$ cat src/rtl/rob_multi.sv
// Reorder buffer: one dispatch per cycle, NUM_CPL completion ports, in-order retire of up to
// COMMIT_W entries, and a single-cycle flush pulse when a mispredicted entry retires.
module rob_multi #(
    parameter int ROB_SIZE      = 16,
    parameter int ROB_IDX_BITS  = 4,
    parameter int PHYS_REG_BITS = 6,
    parameter int NUM_CPL       = 2,
    parameter int COMMIT_W      = 2
) (
    input  logic                              clk,
    input  logic                              rst,
    input  logic                              alloc_en,
    input  logic [4:0]                        alloc_rd,
    input  logic [PHYS_REG_BITS-1:0]          alloc_phys_rd,
    input  logic [PHYS_REG_BITS-1:0]          alloc_old_phys,
    input  logic [31:0]                       alloc_pc,
    output logic                              alloc_ready,
    output logic [ROB_IDX_BITS-1:0]           alloc_idx,
    input  logic [NUM_CPL-1:0]                cpl_en,
    input  logic [NUM_CPL*ROB_IDX_BITS-1:0]   cpl_idx,
    input  logic [NUM_CPL*32-1:0]             cpl_result,
    input  logic [NUM_CPL-1:0]                cpl_mispredict,
    output logic [COMMIT_W-1:0]               commit_valid,
    output logic [COMMIT_W*5-1:0]             commit_rd,
    output logic [COMMIT_W*PHYS_REG_BITS-1:0] commit_phys_rd,
    output logic [COMMIT_W*PHYS_REG_BITS-1:0] commit_old_phys,
    output logic [COMMIT_W*32-1:0]            commit_result,
    output logic [COMMIT_W*32-1:0]            commit_pc,
    input  logic                              commit_ready,
    output logic                              flush,
    output logic [ROB_IDX_BITS:0]             count
);

    localparam int CNT_W = ROB_IDX_BITS + 1;

    logic [ROB_IDX_BITS-1:0]  head_q, head_d, tail_q, tail_d;
    logic [CNT_W-1:0]         count_q, count_d;
    logic                     flush_q, flush_d;
    logic [ROB_SIZE-1:0]      valid_q, valid_d, done_q, done_d, misp_q, misp_d;
    logic [4:0]               rd_q     [ROB_SIZE];
    logic [4:0]               rd_d     [ROB_SIZE];
    logic [PHYS_REG_BITS-1:0] phys_q   [ROB_SIZE];
    logic [PHYS_REG_BITS-1:0] phys_d   [ROB_SIZE];
    logic [PHYS_REG_BITS-1:0] old_q    [ROB_SIZE];
    logic [PHYS_REG_BITS-1:0] old_d    [ROB_SIZE];
    logic [31:0]              pc_q     [ROB_SIZE];
    logic [31:0]              pc_d     [ROB_SIZE];
    logic [31:0]              result_q [ROB_SIZE];
    logic [31:0]              result_d [ROB_SIZE];

    logic [ROB_IDX_BITS-1:0]  slot_idx  [COMMIT_W];
    logic [ROB_IDX_BITS-1:0]  cpl_idx_w [NUM_CPL];
    logic [COMMIT_W-1:0]      slot_valid, slot_misp;
    logic [CNT_W-1:0]         slot_cnt, retire_cnt;
    logic                     chain, flush_pend, alloc_fire, retire, misp_retire;

    genvar gi;
    generate
        for (gi = 0; gi < COMMIT_W; gi++) begin : g_slot
            assign slot_idx[gi] = head_q + ROB_IDX_BITS'(gi);
            assign commit_rd[gi*5 +: 5] = slot_valid[gi] ? rd_q[slot_idx[gi]] : '0;
            assign commit_phys_rd[gi*PHYS_REG_BITS +: PHYS_REG_BITS] =
                slot_valid[gi] ? phys_q[slot_idx[gi]] : '0;
            assign commit_old_phys[gi*PHYS_REG_BITS +: PHYS_REG_BITS] =
                slot_valid[gi] ? old_q[slot_idx[gi]] : '0;
            assign commit_result[gi*32 +: 32] = slot_valid[gi] ? result_q[slot_idx[gi]] : '0;
            assign commit_pc[gi*32 +: 32]     = slot_valid[gi] ? pc_q[slot_idx[gi]] : '0;
        end
        for (gi = 0; gi < NUM_CPL; gi++) begin : g_cpl
            assign cpl_idx_w[gi] = cpl_idx[gi*ROB_IDX_BITS +: ROB_IDX_BITS];
        end
    endgenerate

    // Retire window is a thermometer: it stops at the first not-done entry and just after a mispredict.
    always_comb begin
        slot_valid = '0;
        slot_misp  = '0;
        slot_cnt   = '0;
        chain      = 1'b1;
        for (int i = 0; i < COMMIT_W; i++) begin
            if (chain && (count_q > CNT_W'(i)) && valid_q[slot_idx[i]] && done_q[slot_idx[i]]) begin
                slot_valid[i] = 1'b1;
                slot_misp[i]  = misp_q[slot_idx[i]];
                slot_cnt      = slot_cnt + CNT_W'(1);
                chain         = !misp_q[slot_idx[i]];
            end else begin
                chain = 1'b0;
            end
        end
    end

    assign flush_pend   = |slot_misp;
    assign alloc_ready  = (count_q < CNT_W'(ROB_SIZE)) && !flush_pend;
    assign alloc_fire   = alloc_en && alloc_ready;
    assign retire       = commit_ready && slot_valid[0];
    assign misp_retire  = retire && flush_pend;
    assign retire_cnt   = retire ? slot_cnt : '0;
    assign commit_valid = slot_valid;
    assign alloc_idx    = tail_q;
    assign count        = count_q;
    assign flush        = flush_q;

    always_comb begin
        valid_d  = valid_q;
        done_d   = done_q;
        misp_d   = misp_q;
        rd_d     = rd_q;
        phys_d   = phys_q;
        old_d    = old_q;
        pc_d     = pc_q;
        result_d = result_q;
        head_d   = head_q;
        tail_d   = tail_q;
        flush_d  = 1'b0;
        count_d  = count_q - retire_cnt + CNT_W'(alloc_fire);

        if (alloc_fire) begin
            valid_d[tail_q] = 1'b1;
            done_d[tail_q]  = 1'b0;
            misp_d[tail_q]  = 1'b0;
            rd_d[tail_q]    = alloc_rd;
            phys_d[tail_q]  = alloc_phys_rd;
            old_d[tail_q]   = alloc_old_phys;
            pc_d[tail_q]    = alloc_pc;
            tail_d          = tail_q + ROB_IDX_BITS'(1);
        end

        // Ascending port order lets the highest-numbered port win a same-index collision.
        for (int p = 0; p < NUM_CPL; p++) begin
            if (cpl_en[p] && valid_q[cpl_idx_w[p]]) begin
                done_d[cpl_idx_w[p]]   = 1'b1;
                misp_d[cpl_idx_w[p]]   = cpl_mispredict[p];
                result_d[cpl_idx_w[p]] = cpl_result[p*32 +: 32];
            end
        end

        if (retire) begin
            for (int i = 0; i < COMMIT_W; i++) begin
                if (slot_valid[i]) begin
                    valid_d[slot_idx[i]] = 1'b0;
                    done_d[slot_idx[i]]  = 1'b0;
                    misp_d[slot_idx[i]]  = 1'b0;
                end
            end
            head_d = head_q + retire_cnt[ROB_IDX_BITS-1:0];
        end

        if (misp_retire) begin
            valid_d = '0;
            done_d  = '0;
            misp_d  = '0;
            tail_d  = head_q + retire_cnt[ROB_IDX_BITS-1:0];
            count_d = '0;
            flush_d = 1'b1;
        end
    end

    always_ff @(posedge clk or posedge rst) begin
        if (rst) begin
            head_q  <= '0;
            tail_q  <= '0;
            count_q <= '0;
            flush_q <= 1'b0;
            valid_q <= '0;
            done_q  <= '0;
            misp_q  <= '0;
        end else begin
            head_q  <= head_d;
            tail_q  <= tail_d;
            count_q <= count_d;
            flush_q <= flush_d;
            valid_q <= valid_d;
            done_q  <= done_d;
            misp_q  <= misp_d;
        end
    end

    // Payload is always qualified by valid/done, so it needs no reset.
    always_ff @(posedge clk) begin
        rd_q     <= rd_d;
        phys_q   <= phys_d;
        old_q    <= old_d;
        pc_q     <= pc_d;
        result_q <= result_d;
    end

endmodule
$ cat config.mk
export PLATFORM = sky130hd
export DESIGN_NAME = rob_multi
export DESIGN_NICKNAME = d
export VERILOG_FILES = /design/src/rtl/rob_multi.sv
export SDC_FILE = /design/constraint.sdc
export NUM_CORES = 2
export LEC_CHECK = 0
export BUFFER_PORTS_ARGS = -buffer_cell sky130_fd_sc_hd__buf_2
export CELL_PAD_IN_SITES_DETAIL_PLACEMENT = 1
export CELL_PAD_IN_SITES_GLOBAL_PLACEMENT = 2
export CORE_ASPECT_RATIO = 0.7
export CORE_MARGIN = 2
export CORE_UTILIZATION = 49
export DETAILED_ROUTE_END_ITERATION = 10
export HOLD_SLACK_MARGIN = 0.15
export PLACE_DENSITY_LB_ADDON = 0.05
export SLEW_MARGIN = 20
export SYNTH_ARGS = -nofsm -noshare
export SYNTH_HDL_FRONTEND = slang
export SYNTH_SLANG_ARGS = --single-unit
$ cat constraint.sdc
create_clock -name clk -period 20.9 [get_ports clk]
set_input_delay 3.135 -clock clk [delete_from_list [all_inputs] [get_ports clk]]
set_output_delay 3.135 -clock clk [all_outputs]
set_load 0.1 [all_outputs]
==> impl_results.md <==
- Placed cell areas: 72570 um2
- Tmin final: 9472 ps
- Die ar.: 145200 um2
- H-Tree Depth: 4
- Status: finished clean
- FF-to-FF End: pc_q[209]
- Worst EP required: 17770 ps
- Crit. End Element: output pin
- GP Congestion: about 0.86
- Antenna violations before repair: between 40 and 50
- Root buf cell: clkbuf_16
- Post-synth EDFFs: 784
- Worst Max-Slew Pin Slew: 1194 ps
- Nets: 5002
- R2R depth: 11
- Syn Area/Cell: 14.40 um2
- Max transition margin: 0.2038
- Max IR drop VDD: 0.00008857 V
- Total Routing Usage GR: 0.3280
- DIE WIDTH: 454.6 um
- DP Wirelength: 133500 um
- Top post-synthesis cells by area: edfxtp_1 (34%), mux4_2 (27%), dfxtp_1 (15%)
- Row count: around 120
- Post-Syn Area: around 70000 um2
- Gr ovfl total: 0
- Mapped Cells: 4838
- Max-Cap Viols: 0
- Clock Pin Slew Worst Setup and Hold Paths: 70 ps
- Yosys top cell by area: edfxtp_1
- Setup Fix Bufs, Post-CTS: 0
- Crit path DAT: between 6000 and 7000 ps
- Die H: 319.4 um
- Post-synthesis sequential area ratio: 0.5075
- Clk buf depth: 3
- TritonCTS clock tree: done
- Inserted Clock Buffers: 140
- Reg2reg setup slack: 13700 ps
- Setup crit start kind: register
- Via Count: 46940
- P&R area growth vs syn: 10.99%
- Layout Skew: 26.35 ps
- Detail Route Antenna Nets: 0
- Vias in the first global route: 47050
- Asr flop ratio synth: 0.04566
- Critical path class: reg2out
- DR WL/cell: 34.71 um
- Fraction of layout cells with a size suffix above 1: 0.3005
- Core ar.: 140700 um2
- Drt first pass iters: 6
- Final setup viols: 0
- Setup TNS: 0 ps
- Unrepaired setup endpoints after global routing: false
- Max Freq: about 110 MHz
- CTS Hold Bufs: 0
- # port buffers: slightly above 300
- Slew Limit Fails: 0
- Number of DRC markers in iteration 0: approximately 5300
- Yosys cell types: 63
- Number of remaining DRC errors: 0
- Pwr/cell area: 146.0 nW/um2
- Largest net degree at the start of global routing: 127
- Flops & latches, synth: approximately 1400
- CTS sink cnt: 1358
- Total wire length: approximately 240000 um
- Share of the synthesized area in the top cell type: 0.3380
- Min-Delay Path Depth: 2
- # IOs: between 300 and 400
- Vias per inst: 6.840
- Primary FF master, synth: edfxtp_1
- Final worst path period share: 0.4532
- Hold crit path type: reg2reg
- Syn_nets: 4989
- First-pass GRT wire length: 342700 um
- CTS resizes: 0
- Clock Latency Late Sink: 810 ps
- Critical-path maximum fanout: 51
- Initial Utilization: 0.4949
- Final std cell area, no fill: 77310 um2
- HP Start: result_q[7]
- Fin. Hold Viols: 0
- Worst min-delay path endpoint: result_q[7]
- Crit Reg-Reg Startpoint: head_q[1]
- Yosys warnings: 0
- Min Hold Slack: 558.6 ps
- P_leak: 30.61 nW
==> area by class of cell <==
cell class | count | area [um2]
antenna | 22 | 55.05
timing repair buffer | 385 | 2233
fill | 13320 | 63420
clock buffer | 199 | 3970
tap | 1872 | 2342
clock inverter | 60 | 660.6
sequential | 1358 | 35360
inverter | 24 | 92.59
multi-input combinational | 2942 | 32590
==> Yosys cell counts, drive strengths merged (7+ instances only) <==
cell and number:
mux4 838, edfxtp 784, mux2i 528, nor2 528, dfxtp 512, a21oi 492, clkbuf 329, buf 185
and3 180, nand2 97, dfrtp 62, o21ai 57, nand3 27, inv 24, a31oi 22, ha 20
nand4 18, nor2b 12, o31ai 12, o21ba 9, xnor2 8, a32oi 7
==> registers in the layout, summed over array words and instances (netlist names) <==
signal     flops
head_q         4
phys_q        96
pc_q         512
flush          1
valid_q       16
done_q        16
old_q         96
rd_q          80
result_q     512
alloc_idx      4
count          5
misp_q        16
==> power by group <==
group          internal (W)  leakage (nW)  switching (W)
clock network       0.00146          2.26        0.00112
registers           0.00346          12.1       0.000513
logic               0.00212          16.2        0.00261
==> placed cells by master (no fill, tap or decap), types with 7 or more instances in the layout <==
cell and instances:
clkbuf_8 16, inv_1 22, clkinv_2 17, clkbuf_16 144, o21ba_1 9, bufinv_16 10, clkbuf_1 39, nor2b_1 12
mux2i_1 528, ha_1 19, mux4_2 838, nand2_4 22, edfxtp_1 784, and3_1 179, dfxtp_1 512, a31oi_1 21
buf_2 303, nor2_4 11, o31ai_1 11, a21oi_1 491, nand4_1 18, diode_2 22, nand3_4 7, dfrtp_1 58
nor2_1 517, nand2_1 73, o21ai_0 57, nand3_1 20, clkinv_1 18, a32oi_1 7, buf_4 75
==> metrics by stage <==
stage          setup WS (ps)  utilization  std cells  power [W]
2_1_floorplan          12150            -       4838   0.007432
3_3_place_gp           11660       0.5153       6578   0.008583
3_5_place_dp           11590       0.5157       6580   0.008698
4_1_cts                10710       0.5486       6839    0.01129
5_1_grt                11140       0.5493       6859    0.01176
6_report               11430       0.5493       6862    0.01129
==> cells by family after synthesis <==
group | after synthesis | share of synthesized area
AOI/OAI and AO/OA | 641 | 0.05043
xor gates and xnor gates | 12 | 0.001509
adders and majority gates | 22 | 0.004168
buffers and inverters | 538 | 0.03097
DFF | 1358 | 0.5075
muxes | 1368 | 0.3472
and+or+nand+nor | 899 | 0.05824
==> metal layers <==
layer / track usage / wire length (um)
met1: 0.4824 / 101800
met2: 0.4933 / 109800
met3: 0.07137 / 20500
met4: 0.09323 / 5957
met5: 0 / 117
==> critical path, stage by stage, from the launching register on <==
cell and delay [ps]:
dfrtp_4 1040, inv_1 330, ha_4 630, buf_4 860
mux4_2 630, mux2_2 270, a31o_2 260, and3b_1 250
o31ai_4 110, buf_4 360, nor2_1 250, buf_2 460
==> how the worst max path moves through the flow <==
stage	from	endpoint	slack, ps
detailed placement	head_q[1]	alloc_ready	11590
global placement	head_q[1]	alloc_ready	11660
global route	head_q[1]	alloc_ready	11140
floorplan	head_q[1]	commit_valid[1]	12150
finish	head_q[1]	alloc_ready	11430
CTS	head_q[1]	alloc_ready	10710
(Power assumes the default switching activity.)
